**src/rtl/vga_timing_gen_if.sv**
```systemverilog
// Raster timing bundle from the VGA timing generator to the colour stage and connector.
// The generator drives everything; consumers sample the counters every clk.
interface vga_timing_gen_if;
  logic [15:0] H_Counter_Value;
  logic [15:0] V_Counter_Value;
  logic        hsync;
  logic        vsync;
  logic        video_on;
  logic        pix_tick;
  logic        frame_start;

  modport master (
    output H_Counter_Value, V_Counter_Value, hsync, vsync, video_on, pix_tick, frame_start
  );

  modport slave (
    input H_Counter_Value, V_Counter_Value, hsync, vsync, video_on, pix_tick, frame_start
  );
endinterface

```
**src/rtl/vga_timing_gen.sv**
```systemverilog
// VGA raster timing: clock divider to pixel rate, H/V counters, and sync/visible flags
// registered from next-state counters so every output lines up with the counters.
module vga_timing_gen #(
  parameter int CLK_DIV     = 4,
  parameter int H_TOTAL     = 800,
  parameter int H_SYNC      = 96,
  parameter int H_VIS_START = 144,
  parameter int H_VIS_END   = 784,
  parameter int V_TOTAL     = 525,
  parameter int V_SYNC      = 2,
  parameter int V_VIS_START = 35,
  parameter int V_VIS_END   = 515
) (
  input  logic              clk,
  input  logic              reset,
  vga_timing_gen_if.master  vga
);

  localparam logic [4:0]  DIV_LAST = 5'(CLK_DIV - 1);
  localparam logic [15:0] H_LAST   = 16'(H_TOTAL - 1);
  localparam logic [15:0] V_LAST   = 16'(V_TOTAL - 1);

  logic [4:0]  div_reg, div_next;
  logic [15:0] h_reg, h_next;
  logic [15:0] v_reg, v_next;
  logic        hsync_reg, hsync_next;
  logic        vsync_reg, vsync_next;
  logic        video_on_reg, video_on_next;
  logic        pix_tick_reg;
  logic        frame_start_reg, frame_start_next;
  logic        advance;

  always_comb begin
    advance          = (div_reg == DIV_LAST);
    div_next         = advance ? 5'd0 : div_reg + 5'd1;
    h_next           = h_reg;
    v_next           = v_reg;
    frame_start_next = 1'b0;

    if (advance) begin
      if (h_reg == H_LAST) begin
        h_next = 16'd0;
        v_next = (v_reg == V_LAST) ? 16'd0 : v_reg + 16'd1;
      end else begin
        h_next = h_reg + 16'd1;
      end
      frame_start_next = (h_next == 16'd0) && (v_next == 16'd0);
    end

    // Flags are derived from the values the counters are about to take.
    hsync_next    = (h_next >= 16'(H_SYNC));
    vsync_next    = (v_next >= 16'(V_SYNC));
    video_on_next = (h_next >= 16'(H_VIS_START)) && (h_next < 16'(H_VIS_END)) &&
                    (v_next >= 16'(V_VIS_START)) && (v_next < 16'(V_VIS_END));
  end

  always_ff @(posedge clk) begin
    if (reset) begin
      div_reg         <= 5'd0;
      h_reg           <= 16'd0;
      v_reg           <= 16'd0;
      hsync_reg       <= 1'b0;
      vsync_reg       <= 1'b0;
      video_on_reg    <= 1'b0;
      pix_tick_reg    <= 1'b0;
      frame_start_reg <= 1'b0;
    end else begin
      div_reg         <= div_next;
      h_reg           <= h_next;
      v_reg           <= v_next;
      hsync_reg       <= hsync_next;
      vsync_reg       <= vsync_next;
      video_on_reg    <= video_on_next;
      pix_tick_reg    <= advance;
      frame_start_reg <= frame_start_next;
    end
  end

  assign vga.H_Counter_Value = h_reg;
  assign vga.V_Counter_Value = v_reg;
  assign vga.hsync           = hsync_reg;
  assign vga.vsync           = vsync_reg;
  assign vga.video_on        = video_on_reg;
  assign vga.pix_tick        = pix_tick_reg;
  assign vga.frame_start     = frame_start_reg;

endmodule

```
**src/flat_wrapper.sv**
```systemverilog
// flat-port wrapper written by rule: the top's interface ports become plain ports
module vga_timing_gen_flat 
#(
  parameter int CLK_DIV     = 4,
  parameter int H_TOTAL     = 800,
  parameter int H_SYNC      = 96,
  parameter int H_VIS_START = 144,
  parameter int H_VIS_END   = 784,
  parameter int V_TOTAL     = 525,
  parameter int V_SYNC      = 2,
  parameter int V_VIS_START = 35,
  parameter int V_VIS_END   = 515
)
  (clk, reset, vga_H_Counter_Value, vga_V_Counter_Value, vga_hsync, vga_vsync, vga_video_on, vga_pix_tick, vga_frame_start);
  vga_timing_gen_if vga_i ();
  input  logic clk;
  input  logic reset;
  output wire logic [$bits(vga_i.H_Counter_Value)-1:0] vga_H_Counter_Value;
  output wire logic [$bits(vga_i.V_Counter_Value)-1:0] vga_V_Counter_Value;
  output wire logic [$bits(vga_i.hsync)-1:0] vga_hsync;
  output wire logic [$bits(vga_i.vsync)-1:0] vga_vsync;
  output wire logic [$bits(vga_i.video_on)-1:0] vga_video_on;
  output wire logic [$bits(vga_i.pix_tick)-1:0] vga_pix_tick;
  output wire logic [$bits(vga_i.frame_start)-1:0] vga_frame_start;
  assign vga_H_Counter_Value = vga_i.H_Counter_Value;
  assign vga_V_Counter_Value = vga_i.V_Counter_Value;
  assign vga_hsync = vga_i.hsync;
  assign vga_vsync = vga_i.vsync;
  assign vga_video_on = vga_i.video_on;
  assign vga_pix_tick = vga_i.pix_tick;
  assign vga_frame_start = vga_i.frame_start;
  vga_timing_gen #(.CLK_DIV(CLK_DIV), .H_TOTAL(H_TOTAL), .H_SYNC(H_SYNC), .H_VIS_START(H_VIS_START), .H_VIS_END(H_VIS_END), .V_TOTAL(V_TOTAL), .V_SYNC(V_SYNC), .V_VIS_START(V_VIS_START), .V_VIS_END(V_VIS_END)) u_core (.clk(clk), .reset(reset), .vga(vga_i));
endmodule
```
**config.mk**
```make
export PLATFORM = sky130hd
export DESIGN_NAME = vga_timing_gen_flat
export DESIGN_NICKNAME = d
export VERILOG_FILES = /design/src/rtl/vga_timing_gen_if.sv /design/src/rtl/vga_timing_gen.sv /design/src/flat_wrapper.sv
export SDC_FILE = /design/constraint.sdc
export NUM_CORES = 1
export LEC_CHECK = 0
export ABC_AREA = 0
export BUFFER_PORTS_ARGS = -buffer_cell sky130_fd_sc_hd__buf_4
export CORE_ASPECT_RATIO = 1.1
export CORE_MARGIN = 4
export CORE_UTILIZATION = 59
export DETAILED_ROUTE_END_ITERATION = 7
export PLACE_DENSITY_LB_ADDON = 0.08
export SLEW_MARGIN = 10
export SYNTH_ARGS = -nofsm -noshare
export SYNTH_HDL_FRONTEND = slang
export SYNTH_SLANG_ARGS = --single-unit
export TNS_END_PERCENT = 50
```
**constraint.sdc**
```tcl
create_clock -name clk -period 3.48 [get_ports clk]
set_input_delay 0.522 -clock clk [delete_from_list [all_inputs] [get_ports clk]]
set_output_delay 0.522 -clock clk [all_outputs]
set_load 0.02 [all_outputs]
```
==> metrics.csv <==
metric,value,unit
yosys.area_share.simple,33.2,%
layout_min_cycle_time,3.24,ns
yosysTopAreaCell,dfxtp_1,
holdWs,0.491,ns
cpPeakStageDelay,0.66,ns
numCtsBuffers,5,
synth_xor_area_share,8.68,%
worstSkewPairLatency,0.29,ns
core,5070,µm²
slowest_stage,and4_1,
synth_nets,419,
yosysWarnings,0,
async_flop_share,0,%
max-vdd-ir-drop,0.195,mV
power_frac_seq,53.1,%
final_cell_count_no_fill,486,
ctsHoldBuffers,0,
path_cells,inv_1 -> ha_1 -> nor4bb_1 -> and4_1 -> nor2_1 -> o21ai_0 -> nand4_1 -> or4b_1 -> a2111oi_2,
hold_path_class,reg2reg,
io_pins,39,
dp_hpwl,5.98,mm
synthAdderAreaFrac,1.60,%
grt_max_degree,40,
post-route-cell-area,3470,µm²
yosys-top-cells-area,"dfxtp_1 (27%), nor2_1 (5.9%), xor2_1 (4.5%)",
setup_ws,0.238,ns
synth-compound-area-share,20.3,%
cp-start-kind,flop,
synth.distinct_cells,68,
grt_pass1_wl,14.3,mm
rsz0062_at_grt,false,
die_area,6530,µm²
ys_ff_latch,42,
globalRouteOverflowTotal,0,
vias,3261,
cts_tree,built,
drt_iter0_drc,351,
finalSetupTns,0,ns
die_w,77.4,µm
intPower,0.730,mW
drc,0,
grt_util_all_layers,26.2,%
synthFlopType,dfxtp_1,
routed_wl,8.40,mm
slew_viol_final,0,
skew,0.00639,ns
yosysTopAreaCellShare,26.9,%
outcome,completed,
antenna_found_initial,0,
critPathMaxFanout,15,
clock_path_buffers,2,
finalCritPeriodShare,93.2,%
syn_area,3130,µm²
wl_per_cell,17.3,µm
dp_cells,479,
antennaDiodeCount,0,
cts_setup_buffers,0,
cts.sinks,42,
synth_edf_count,0,
p_per_area,266,nW/µm²
nets,434,
endpoint_kind,flop,
p_total,0.924,mW
comb_power_share,4.8,%
globalplace.congestion,0.954,
post_route_cells_drive_above_1_share,16.8,%
ys_seq_area_share,26.9,%
synth_area_per_cell,7.57,µm²
critical_path_class,reg2reg,
grt_pass1_vias,2949,
slew_headroom,54.6,%
final_core_util,68.5,%
io_buffers,38,
worst_pin_slew,0.680,ns
postPlaceCellArea,3360,µm²
firstDrtPassIters,6,
post_cts_resized,0,
swShare,21.1,%
fp.dieH,84.4,µm
clkSlewWorstSetupHoldPaths,0.08,ns
setup_viol,0,
htreeDepth,2,
drv_cap,0,
p_leak,1.22,nW
power_switching,0.195,mW
routed_via_density,6.71,
dpl_worst_slack,0.305,ns
initial_core_util,61.7,%
p_clk_share,42.1,%
area_growth_syn_to_layout,11.0,%
rows,27,
synthMuxAreaShare,1.40,%
synthCells,413,
fmax,308,MHz
synth_top_family_by_area,simple AND/OR/NAND/NOR gates,
worstPathArrival,3.44,ns
hold_viol,0,
final_antenna_net_count,0,
crit_required,3.68,ns
root_buffer,clkbuf_8,
-- cells in the final DEF (no fill, tap or decap), drive strengths merged, types with 5 or more instances in the layout --
master / instances
a21oi: 18
a221oi: 5
a22oi: 5
a31oi: 6
and3: 11
buf: 49
clkbuf: 6
dfxtp: 42
inv: 5
nand2: 27
nand3: 25
nand4: 16
nor2: 50
nor3: 23
nor4: 11
o211ai: 5
o21ai: 26
or3: 7
xnor2: 15
xor2: 16
-- cell usage after synthesis, drive strengths merged (2+ instances only) --
cell type / n
a21oi: 18
a221oi: 5
a22oi: 5
a31oi: 6
a41oi: 4
and2: 3
and3: 11
and4: 4
buf: 21
clkbuf: 20
dfxtp: 42
ha: 4
inv: 5
mux2: 3
nand2: 27
nand3: 25
nand4: 16
nand4b: 2
nor2: 50
nor3: 23
nor4: 11
nor4bb: 2
o2111ai: 2
o211ai: 5
o21a: 4
o21ai: 26
o221ai: 2
o31a: 2
or3: 7
or4: 3
or4b: 2
xnor2: 15
xor2: 16
-- per-layer routing --
| metal | wire, µm | GRT usage (%) |
|---|---|---|
| met1 | 3490 | 34.3 |
| met2 | 4020 | 43.3 |
| met3 | 668 | 3.97 |
| met4 | 216 | 10.2 |
| met5 | 0 | 0 |
-- power by group through the flow --
stage	clock network, mW	registers (mW)	logic, mW
2_1_floorplan	0	0.503	0.0299
3_3_place_gp	0	0.502	0.0436
3_5_place_dp	0	0.502	0.0439
4_1_cts	0.400	0.491	0.0441
5_1_grt	0.418	0.492	0.0485
6_report	0.389	0.491	0.0441
-- cell families (layout without fill, tap and decap cells) --
family	count (synthesis)	in the layout
AND/OR/NAND/NOR	193	193
flip-flops	42	42
multiplexers	4	4
XOR/XNOR	31	31
buffers and inverters	46	61
AO/OA/AOI/OAI	93	93
adder cells (fa/ha/maj)	4	4
-- area by class of cell --
type                            instances  area [µm²]
Multi-Input combinational cell        325        2050
Fill cell                             465        1600
Sequential cell                        42         841
Timing Repair Buffer                   49         380
Clock buffer                            6        82.6
Tap cell                               58        72.6
Clock inverter                          1        30.0
Inverter                                5        18.8
-- critical path, delay by kind of cell, from the launching register on --
family | cells | cell delay (ns)
AO/OA/AOI/OAI | 2 | 0.67
adder cells (fa/ha/maj) | 1 | 0.19
buffers and inverters | 1 | 0.18
flip-flops | 1 | 0.37
AND/OR/NAND/NOR | 5 | 1.73
-- final timing paths --
| check | from | to | slack, ns | cells past startpoint |
|---|---|---|---|---|
| max | u_core.vga.V_Counter_Value[0]$_SDFF_PP0_ | u_core.vga.video_on$_SDFF_PP0_ | 0.24 | 9 |
| min | u_core.div_reg[0]$_SDFF_PP0_ | u_core.div_reg[0]$_SDFF_PP0_ | 0.49 | 1 |
| min reg2reg | u_core.div_reg[0]$_SDFF_PP0_ | u_core.div_reg[0]$_SDFF_PP0_ | 0.49 | 1 |
| max reg2reg | u_core.vga.V_Counter_Value[0]$_SDFF_PP0_ | u_core.vga.video_on$_SDFF_PP0_ | 0.24 | 9 |
Note: power is estimated with default switching activity, not from simulation.
